--- src/rtl/mskaes_kexp_pkg.sv ---
// Shared definitions for the masked AES key-expansion engine.
//
// Share encoding (bit-sliced): within a byte field of 8*d bits, bit j of
// share s lives at index d*j + s. Byte b of a word or key sits at
// [8*d*b +: 8*d], byte 0 being the first FIPS-197 byte.
package mskaes_kexp_pkg;

  typedef enum logic [1:0] {
    KL_128  = 2'd0,
    KL_192  = 2'd1,
    KL_256  = 2'd2,
    KL_RSVD = 2'd3
  } kexp_keylen_e;

  typedef enum logic [2:0] {
    ST_IDLE,
    ST_EMIT,
    ST_SB_REQ,
    ST_SB_WAIT,
    ST_DONE
  } kexp_state_e;

  localparam logic [3:0] NK_128 = 4'd4;
  localparam logic [3:0] NK_192 = 4'd6;
  localparam logic [3:0] NK_256 = 4'd8;

  localparam logic [5:0] LAST_128 = 6'd43;
  localparam logic [5:0] LAST_192 = 6'd51;
  localparam logic [5:0] LAST_256 = 6'd59;

  localparam logic [7:0] XTIME_POLY = 8'h1b;

  function automatic logic [3:0] nk_of(input logic [1:0] kl);
    case (kl)
      KL_192:  return NK_192;
      KL_256:  return NK_256;
      default: return NK_128;
    endcase
  endfunction

  function automatic logic [5:0] last_of(input logic [1:0] kl);
    case (kl)
      KL_192:  return LAST_192;
      KL_256:  return LAST_256;
      default: return LAST_128;
    endcase
  endfunction

  function automatic logic [7:0] xtime(input logic [7:0] b);
    return {b[6:0], 1'b0} ^ (b[7] ? XTIME_POLY : 8'h00);
  endfunction

endpackage

--- src/rtl/mskaes_kexp_window.sv ---
// Sliding window of the last Nk shared key words.
//
// Ports:
//   clk      clock (window is not reset; content is don't-care until load)
//   load     capture all 8 key words from sh_key
//   shift    drop the oldest word and append shift_in at slot Nk-1
//   nk       runtime Nk (4/6/8)
//   sh_key   shared key, word k at [32*d*k +: 32*d]
//   shift_in newly computed word w[i]
//   rd_idx   direct read index (used while i < Nk)
//   rd_word  window[rd_idx]
//   w_old    w[i-Nk] tap (slot 0)
//   w_prev   w[i-1]  tap (slot Nk-1)
module mskaes_kexp_window
  import mskaes_kexp_pkg::*;
#(
  parameter int unsigned d = 2
) (
  input  logic              clk,
  input  logic              load,
  input  logic              shift,
  input  logic [3:0]        nk,
  input  logic [256*d-1:0]  sh_key,
  input  logic [32*d-1:0]   shift_in,
  input  logic [2:0]        rd_idx,
  output logic [32*d-1:0]   rd_word,
  output logic [32*d-1:0]   w_old,
  output logic [32*d-1:0]   w_prev
);

  localparam int unsigned W = 32 * d;

  logic [W-1:0] win_q [8];

  // Slot 0 is always the oldest live word; the newest sits at slot Nk-1.
  // Slots above Nk-1 carry junk and are never selected by the taps.
  always_ff @(posedge clk) begin
    if (load) begin
      for (int unsigned j = 0; j < 8; j++) begin
        win_q[j] <= sh_key[W*j +: W];
      end
    end else if (shift) begin
      for (int unsigned j = 0; j < 7; j++) begin
        win_q[j] <= (j + 1 == 32'(nk)) ? shift_in : win_q[j+1];
      end
      win_q[7] <= shift_in;
    end
  end

  always_comb begin
    case (nk)
      NK_192:  w_prev = win_q[5];
      NK_256:  w_prev = win_q[7];
      default: w_prev = win_q[3];
    endcase
  end

  assign w_old   = win_q[0];
  assign rd_word = win_q[rd_idx];

endmodule

--- src/rtl/mskaes_key_expansion_multi.sv ---
// Masked (d-share) AES-128/192/256 key expansion, one shared 32-bit word
// per out_valid/out_ready handshake. The S-box is borrowed through a
// fixed-latency request port (result SB_LAT cycles after sb_in_valid).
//
// Ports:
//   clk, rst      clock, asynchronous active-high reset
//   in_valid      key load request (accepted only in IDLE, key_len != 3)
//   in_ready      high in IDLE
//   key_len       0/1/2 = AES-128/192/256, 3 = reserved (ignored)
//   sh_key        shared key
//   abort         synchronous return to IDLE
//   sb_in_valid   one-cycle S-box request
//   sh_sb_in      word sent to the S-box
//   sh_sb_out     S-box result, valid SB_LAT cycles after the request
//   out_valid     sh_word valid
//   out_ready     consumer accepts
//   sh_word       expanded word w[i]
//   word_idx      i
//   out_last      high with the final word (43/51/59)
module mskaes_key_expansion_multi
  import mskaes_kexp_pkg::*;
#(
  parameter int unsigned d      = 2,
  parameter int unsigned SB_LAT = 4
) (
  input  logic              clk,
  input  logic              rst,
  input  logic              in_valid,
  output logic              in_ready,
  input  logic [1:0]        key_len,
  input  logic [256*d-1:0]  sh_key,
  input  logic              abort,
  output logic              sb_in_valid,
  output logic [32*d-1:0]   sh_sb_in,
  input  logic [32*d-1:0]   sh_sb_out,
  output logic              out_valid,
  input  logic              out_ready,
  output logic [32*d-1:0]   sh_word,
  output logic [5:0]        word_idx,
  output logic              out_last
);

  localparam int unsigned W  = 32 * d;
  localparam int unsigned BW = 8 * d;
  localparam int unsigned CW = (SB_LAT > 1) ? $clog2(SB_LAT) : 1;

  kexp_state_e   state_q, state_d;
  logic [1:0]    kl_q;
  logic [5:0]    idx_q;
  logic [2:0]    pos_q;     // i mod Nk
  logic [7:0]    rcon_q;
  logic [CW-1:0] cnt_q;
  logic [W-1:0]  sb_res_q;

  logic [3:0]    nk;
  logic [5:0]    last_idx;
  logic          load, hs, first_phase, cur_sbox, nx_sbox, sb_done;
  logic [3:0]    pos_inc;
  logic [2:0]    pos_nx;
  logic [5:0]    idx_nx;
  logic [W-1:0]  rd_word, w_old, w_prev, word_calc, sb_term;
  logic [BW-1:0] rcon_sh;

  assign nk       = nk_of(kl_q);
  assign last_idx = last_of(kl_q);

  assign load        = (state_q == ST_IDLE) && in_valid && !abort && (key_len != KL_RSVD);
  assign hs          = (state_q == ST_EMIT) && out_ready;
  assign first_phase = idx_q < {2'b00, nk};
  assign sb_done     = (state_q == ST_SB_WAIT) && (cnt_q == CW'(SB_LAT - 1));

  assign pos_inc = {1'b0, pos_q} + 4'd1;
  assign pos_nx  = (pos_inc == nk) ? 3'd0 : pos_inc[2:0];
  assign idx_nx  = idx_q + 6'd1;

  assign cur_sbox = !first_phase &&
                    ((pos_q == 3'd0) || ((nk == NK_256) && (pos_q == 3'd4)));
  assign nx_sbox  = (idx_nx >= {2'b00, nk}) &&
                    ((pos_nx == 3'd0) || ((nk == NK_256) && (pos_nx == 3'd4)));

  mskaes_kexp_window #(.d(d)) u_window (
    .clk      (clk),
    .load     (load),
    .shift    (hs && !first_phase),
    .nk       (nk),
    .sh_key   (sh_key),
    .shift_in (word_calc),
    .rd_idx   (idx_q[2:0]),
    .rd_word  (rd_word),
    .w_old    (w_old),
    .w_prev   (w_prev)
  );

  // Datapath: every operation below acts on each share independently.
  always_comb begin
    rcon_sh = '0;
    for (int unsigned j = 0; j < 8; j++) begin
      rcon_sh[d*j] = rcon_q[j];   // share 0 of byte 0
    end
    sb_term = sb_res_q;
    if (pos_q == 3'd0) begin
      sb_term[BW-1:0] = sb_res_q[BW-1:0] ^ rcon_sh;
    end
    word_calc = w_old ^ (cur_sbox ? sb_term : w_prev);
    sh_word   = first_phase ? rd_word : word_calc;

    sh_sb_in = '0;
    if (state_q == ST_SB_REQ) begin
      // RotWord: byte 1 moves into byte 0, byte 0 wraps to byte 3.
      sh_sb_in = (pos_q == 3'd0) ? {w_prev[BW-1:0], w_prev[W-1:BW]} : w_prev;
    end
  end

  assign word_idx = idx_q;

  always_comb begin
    state_d     = state_q;
    in_ready    = 1'b0;
    out_valid   = 1'b0;
    sb_in_valid = 1'b0;
    out_last    = 1'b0;
    case (state_q)
      ST_IDLE: begin
        in_ready = 1'b1;
        if (load) state_d = ST_EMIT;
      end
      ST_EMIT: begin
        out_valid = 1'b1;
        out_last  = (idx_q == last_idx);
        if (out_ready) begin
          if (idx_q == last_idx) state_d = ST_DONE;
          else if (nx_sbox)      state_d = ST_SB_REQ;
        end
      end
      ST_SB_REQ: begin
        sb_in_valid = 1'b1;
        state_d     = ST_SB_WAIT;
      end
      ST_SB_WAIT: begin
        if (sb_done) state_d = ST_EMIT;
      end
      ST_DONE: state_d = ST_IDLE;
      default: state_d = ST_IDLE;
    endcase
    if (abort) state_d = ST_IDLE;
  end

  always_ff @(posedge clk or posedge rst) begin
    if (rst) begin
      state_q <= ST_IDLE;
      kl_q    <= 2'd0;
      idx_q   <= '0;
      pos_q   <= '0;
      rcon_q  <= '0;
      cnt_q   <= '0;
    end else begin
      state_q <= state_d;
      if (abort) begin
        rcon_q <= '0;
      end else if (load) begin
        kl_q   <= key_len;
        idx_q  <= '0;
        pos_q  <= '0;
        rcon_q <= 8'h01;
      end else if (hs) begin
        idx_q <= idx_nx;
        pos_q <= pos_nx;
        if (cur_sbox && (pos_q == 3'd0)) rcon_q <= xtime(rcon_q);
      end
      if (state_q == ST_SB_REQ)       cnt_q <= '0;
      else if (state_q == ST_SB_WAIT) cnt_q <= cnt_q + CW'(1);
    end
  end

  // Shared data is not reset; only captured on the last wait cycle.
  always_ff @(posedge clk) begin
    if (sb_done) sb_res_q <= sh_sb_out;
  end

endmodule

--- config.mk ---
export PLATFORM = sky130hd
export DESIGN_NAME = mskaes_key_expansion_multi
export DESIGN_NICKNAME = d
export VERILOG_FILES = /design/src/rtl/mskaes_kexp_pkg.sv /design/src/rtl/mskaes_kexp_window.sv /design/src/rtl/mskaes_key_expansion_multi.sv
export SDC_FILE = /design/constraint.sdc
export NUM_CORES = 2
export LEC_CHECK = 0
export CORE_MARGIN = 2
export CORE_UTILIZATION = 38
export CTS_BUF_LIST = sky130_fd_sc_hd__clkbuf_8
export CTS_CLUSTER_DIAMETER = 50
export CTS_CLUSTER_SIZE = 8
export DETAILED_ROUTE_END_ITERATION = 7
export GPL_ROUTABILITY_DRIVEN = 0
export PLACE_DENSITY = 0.68
export SETUP_SLACK_MARGIN = 0.05
export SLEW_MARGIN = 25
export SYNTH_ARGS = -nofsm -noshare
export SYNTH_HDL_FRONTEND = slang
export SYNTH_SLANG_ARGS = --single-unit
--- constraint.sdc ---
create_clock -name clk -period 35.7 [get_ports clk]
set_input_delay 7.14 -clock clk [delete_from_list [all_inputs] [get_ports clk]]
set_output_delay 7.14 -clock clk [all_outputs]
set_load 0.01 [all_outputs]
After elaboration in Yosys (flattened, before gate mapping) --
Memories as Yosys holds them, arrays and structs flattened. Index checks and enable logic that the tools add are counted.
Word-level totals: flip-flop bits (word level) 88, memory bits (writable) 512, bits of input ports 583, output and inout port bits 138, logic and storage cells 126, memories kept 1
Memory list:
- u_window.win_q | words 8, width 64, read ports 9, clocked after memory_dff 0, wr ports 8, line mskaes_kexp_window.sv:33 | logic [W-1:0] win_q [8];
Operators by class: add/sub/neg operators 3, magnitude comparators 2, equal/unequal tests 24, mux-type cells 51, bitwise logic cells 12, reductions and logical operators 26
Operators with widths (count):
- $mux W64 | 19
- $pmux W64 S2 | 1
- $xor A64 B64 Y64 | 1
- $mux W8 | 4
- $mux W3 | 9
- $eq A3 B4 Y1 const A | 4
- $mux W16 | 1
- $xor A16 B15 Y16 | 1
- $mux W6 | 2
- $pmux W3 S4 | 1
- $logic_and A1 B1 Y1 | 11
- $pmux W5 S2 | 1
- $logic_not A3 Y1 | 3
- $mux W1 | 9
- $ne A3 B3 Y1 const B | 3
- $eq A2 B4 Y1 const A | 2
- $or A1 B1 Y1 | 8
- $pmux W4 S2 | 1
- $xor A8 B5 Y8 | 1
- $add A6 B1 Y6 const B | 1
- $eq A3 B2 Y1 const B | 2
- $eq A3 B3 Y1 const B | 2
- $eq A6 B6 Y1 | 1
- $ge A6 B4 Y1 | 1
- 21 further kinds | 29

Longest topological paths before layout --
depth after elaboration 13, gate-level depth with buffers 14, gate-level depth less buffers 10

Cells and area by module --
Synthesis repeated with hierarchy kept, for this count alone.
Unflattened totals: cells, all modules 3479, area, all modules 38760.9 um2
By module, submodules not included:
- mskaes_kexp_window | instances 1, cells an instance 2590, area each 31102.3 um2, sequential area each 15374.7 um2
- mskaes_key_expansion_multi | instances 1, cells an instance 889, area each 7658.6 um2, sequential area each 2522.4 um2

Worst setup path after synthesis --
Ideal clock, no wire load.
path kind input-to-reg, start input in_valid, end memory u_window.win_q[0][0] in the netlist's numbering, enable pin, setup time 3.664 ns, arrival 16.055 ns, data required time 32.036 ns, slack 15.981 ns, stages 5, buffers on the path 1, cells stage by stage inv_1 > a211oi_1 > nand2_1 > clkbuf_1 > nand2_1
RTL lines:
- start, declared | line mskaes_key_expansion_multi.sv:28 | input logic in_valid,
- end, declared | line mskaes_kexp_window.sv:33

Worst setup path in the final report --
start register kl_q[0], end output sh_word[3]
Between the ends: word-level cells in the longest chain between the ends 9, elaborated cells between the ends (all ways) 14, those cells by class 1 x order compare; 4 x eq/ne; 4 x mux; 1 x bitwise; 4 x reduce/logical
RTL lines:
- start, declared | line mskaes_key_expansion_multi.sv:48 | logic [1:0] kl_q;
- start signal, assigned | line mskaes_key_expansion_multi.sv:161 | kl_q <= key_len;
- $eq A2 B2 Y1 or $eq A2 B1 Y1 (tied branches) | line mskaes_kexp_pkg.sv:34 | case (kl)
- $pmux W4 S2 * | line mskaes_kexp_pkg.sv:34
- parallel branches: the longest is 6 deep, another holds $lt A6 B4 Y1
- $mux W64 * | line mskaes_key_expansion_multi.sv:105 | sh_word = first_phase ? rd_word : word_calc;
- end, declared | line mskaes_key_expansion_multi.sv:38 | output logic [32*d-1:0] sh_word,
Mark *: on every way between the ends.

==> impl_results.md <==
* Outcome: finished, final reports clean
* Crit Path Max Fanout at between 70 and 80
* Clock-pin slew on the worst setup and hold paths at about 70 ps
* Reg2Reg Depth at 13
* Pwr per Cell Area at between 60 and 70 nW/um^2
* Maximum vdd drop at 0.0437 mV
* Remaining DRCs at 0
* GR Layer Usage met3 at 0.0587
* Synth Instances at ~3700
* Grt ovf at 0
* Min-Delay Path Class: reg2reg
* Met2 Use GR at 0.462
* Worst slew margin at 0.275
* Slowest-stage cell, CP: buf_4
* Peak Freq at slightly below 0.08 GHz
* Routed wire per std cell at between 20 and 30 um
* Cell Int Power at 1.70 mW
* Final hold vios at 0
* CTS root buf: clkbuf_8
* Die Width at 307 um
* Largest net degree at the start of global routing at 209
* Initial Util at 0.383
* Place WS at approximately 24000 ps
* Slew @ Worst Pin at ~1100 ps
* RSZ-0062 raised after global routing: false
* GRT Total Usage at 0.289
* Hold_sp: cnt_q[1]
* Critical path launch point type: flip-flop
* Post-Syn Nets at 4265
* Clock skew at approximately 39 ps
* Clock buffer depth at 3
* Register-to-Register Setup Slack at roughly 29000 ps
* DRT iter0 DRCs at 3765
* Via density at 5.83
* GR peak layer: met2
* Cell Count, Final, Fillers Out at 5492
* Gate power share at 0.487
* DR vias at approximately 32000
* Hpwl dp at a little under 100000 um
* Clock Power Share at 0.192
* CP Cell Sequence: inv_1 -> ha_1 -> inv_1 -> ha_1 -> or3_1 -> o221a_4 -> buf_4 -> a21boi_0 -> o21ai_0 -> nand2_1 -> a21oi_1 -> clkdlybuf4s50_1
* Placed Area at 43000 sq um
* Met1 Usage GRT at 0.380
* Post-CTS Resized at 0
* Sw power at about 1.2 mW
* Reg-to-reg endpoint: u_window.win_q[6][28]
* Sw Share at 0.420
* Core Rows at 111
* Period minus WS final at ~13000 ps
* Placed Cells at around 5300
* Post-route ant nets at 0
* RR Startpoint: kl_q[0]
* First-pass GRT wire length at 202000 um
* Crit Path Class: reg2out
* Post-CTS Setup Bufs at 0
* Design area at approximately 45000 sq um
* Pins Over Slew Limit at 0
* WP data arrival at 5430 ps
* Synth async-reset ratio at 0.0400
* Pleak at between 15 and 20 nW
* CTS Sinks at 600
* Synth warn at 0
* Final Cycle Share at 0.352
* Register area share after synthesis at 0.512
* Hold_buf cts at 0
* Die Y at slightly above 300 um
* Setup ws final at roughly 23000 ps
* Flop pwr share at 0.321
* Worst Hold Depth at 2
* Synthesis-stage register bit count at 600
* Crit-path max cell delay at roughly 770 ps
* # H-tree levels at 3
* CTS Buf Count at between 90 and 100
* Critical Path RT at around 29000 ps
* Port Buffers at 720
* Critical Path End Type: output pin
* Synthesized area per cell at 9.53 sq um
* Drt total wl at about 140000 um
* Drt pass-1 iters at 7
* Setup tns final at 0 ps
* Initial antenna violation count at 16
* Final setup fails at 0
* Power Total at approximately 2.9 mW
* Die Footprint at ~94000 sq um
* Cell Area, Synth at between 30000 and 40000 sq um
* Vias in the first global route at 30700
* Layout area overhead at 28.0%
* Post-synth EDFFs at about 580
* Post-synth top flop: edfxtp_1
* Synth cell types at 46
* Core area at 91400 sq um
* Worst hold endpoint: cnt_q[1]
* Clock Latency Late Sink at 690 ps
* Num ports at slightly above 700
* Max-cap violations at 0
* CTS tree: done
* Final net count at slightly below 5000
* Ratio of cells with drive above 1 in the final layout at 0.0817
[layer usage]
| metal | wire, um | up-vias |
|---|---|---|
| met3 | 14700 | 290 |
| met1 | 54500 | 15400 |
| met2 | 65200 | 2022 |
| li1 | - | 14200 |
| met5 | 40 | - |
| met4 | 6560 | 8 |
[layout make-up]
class                           count  area [sq um]
Clock inverter                     48           343
Clock buffer                       95          1310
Multi-Input combinational cell   2768         16000
Sequential cell                   600         17900
Inverter                           19          71.3
Timing Repair Buffer              766          7660
Antenna cell                       10          25.0
Fill cell                        8427         46600
Tap cell                         1186          1480
[cell usage after synthesis (all sizes together) (2+ instances only)]
master | number | area, sq um
and3 | 67 | 419
a21oi | 260 | 1300
nor3 | 11 | 55.1
a221o | 8 | 80.1
xnor2 | 9 | 78.8
or3 | 59 | 579
and2 | 6 | 37.5
a22oi | 56 | 420
nor3b | 8 | 60.1
clkbuf | 217 | 815
xor2 | 11 | 96.3
inv | 19 | 71.3
o31ai | 3 | 22.5
a31oi | 115 | 719
buf | 65 | 338
a21boi | 58 | 435
nand3 | 15 | 75.1
dfrtp | 24 | 601
nand2 | 1262 | 4740
a22o | 2 | 17.5
o21ai | 233 | 1170
mux2i | 4 | 40.0
nand3b | 8 | 60.1
nand2b | 3 | 18.8
nor2 | 170 | 638
nor2b | 177 | 1110
mux4 | 128 | 2880
ha | 13 | 163
edfxtp | 576 | 17300
a211o | 2 | 17.5
a211oi | 68 | 515
a21o | 3 | 22.5
[cell families (layout without fill, tap and decap cells)]
family / count (synthesis) / in the layout / share of synthesized area
AO/OA/AOI/OAI: 815 / 815 / 0.137
flip-flops: 600 / 600 / 0.512
multiplexers: 133 / 133 / 0.0839
buffers and inverters: 301 / 928 / 0.0350
other: 0 / 10 / 0
XOR/XNOR: 20 / 20 / 0.00501
AND/OR/NAND/NOR: 1787 / 1787 / 0.223
adder cells (fa/ha/maj): 13 / 13 / 0.00465
[flip-flops by register name, indices dropped and copies added, names as in the netlist]
| name | flops |
|---|---|
| word_idx | 6 |
| sb_res_q | 64 |
| state_q | 3 |
| pos_q | 3 |
| kl_q | 2 |
| u_window.win_q | 512 |
| rcon_q | 8 |
| cnt_q | 2 |
[worst max-delay path: cells and delay by family (launching register included)]
| family | cells | cell delay (ps) |
|---|---|---|
| simple gates | 2 | 380 |
| buf+inv | 4 | 1650 |
| fa+ha+maj | 2 | 450 |
| compound gates | 4 | 1610 |
| flops | 1 | 420 |
[worst max-delay path by stage]
stage	start	end	slack [ps]	cells after the start
6_report	kl_q[0]	sh_word[3]	23130	12
4_1_cts	kl_q[0]	sh_word[21]	23200	12
3_3_place_gp	in_valid	u_window.win_q[1][22]	23790	7
2_1_floorplan	in_valid	u_window.win_q[0][0]	15980	5
5_1_grt	kl_q[1]	sh_word[42]	22930	11
3_5_place_dp	in_valid	u_window.win_q[7][21]	23830	7
[stage by stage]
stage	hold slack, ps	utilization
6_report	496	0.490
2_1_floorplan	454	-
4_1_cts	495	0.488
5_1_grt	545	0.490
3_5_place_dp	482	0.470
3_3_place_gp	467	0.470
[layout by cell type, fill, tap and decap left out, types with 10 or more instances in the layout]
| cell type | instances |
|---|---|
| a211oi_1 | 67 |
| a21boi_0 | 58 |
| a21oi_1 | 260 |
| a22oi_1 | 56 |
| a31oi_1 | 115 |
| and3_1 | 67 |
| buf_4 | 39 |
| clkbuf_8 | 95 |
| clkdlybuf4s50_1 | 720 |
| clkinv_2 | 10 |
| dfrtp_1 | 21 |
| diode_2 | 10 |
| edfxtp_1 | 576 |
| ha_1 | 11 |
| inv_1 | 37 |
| mux4_2 | 128 |
| nand2_1 | 1258 |
| nand3_1 | 15 |
| nor2_1 | 169 |
| nor2b_1 | 176 |
| nor3_1 | 11 |
| o21ai_0 | 199 |
| o21ai_1 | 34 |
| or3_1 | 17 |
| or3_4 | 42 |
| xor2_1 | 11 |
[power by group through the flow]
stage / clock [mW] / sequential, mW / combinational (mW)
2_1_floorplan: 0 / 0.963 / 0.852
3_3_place_gp: 0 / 0.953 / 1.41
3_5_place_dp: 0 / 0.955 / 1.42
4_1_cts: 0.570 / 0.941 / 1.42
5_1_grt: 0.597 / 0.950 / 1.53
6_report: 0.564 / 0.943 / 1.43
Power figures use the tool's default switching activity.
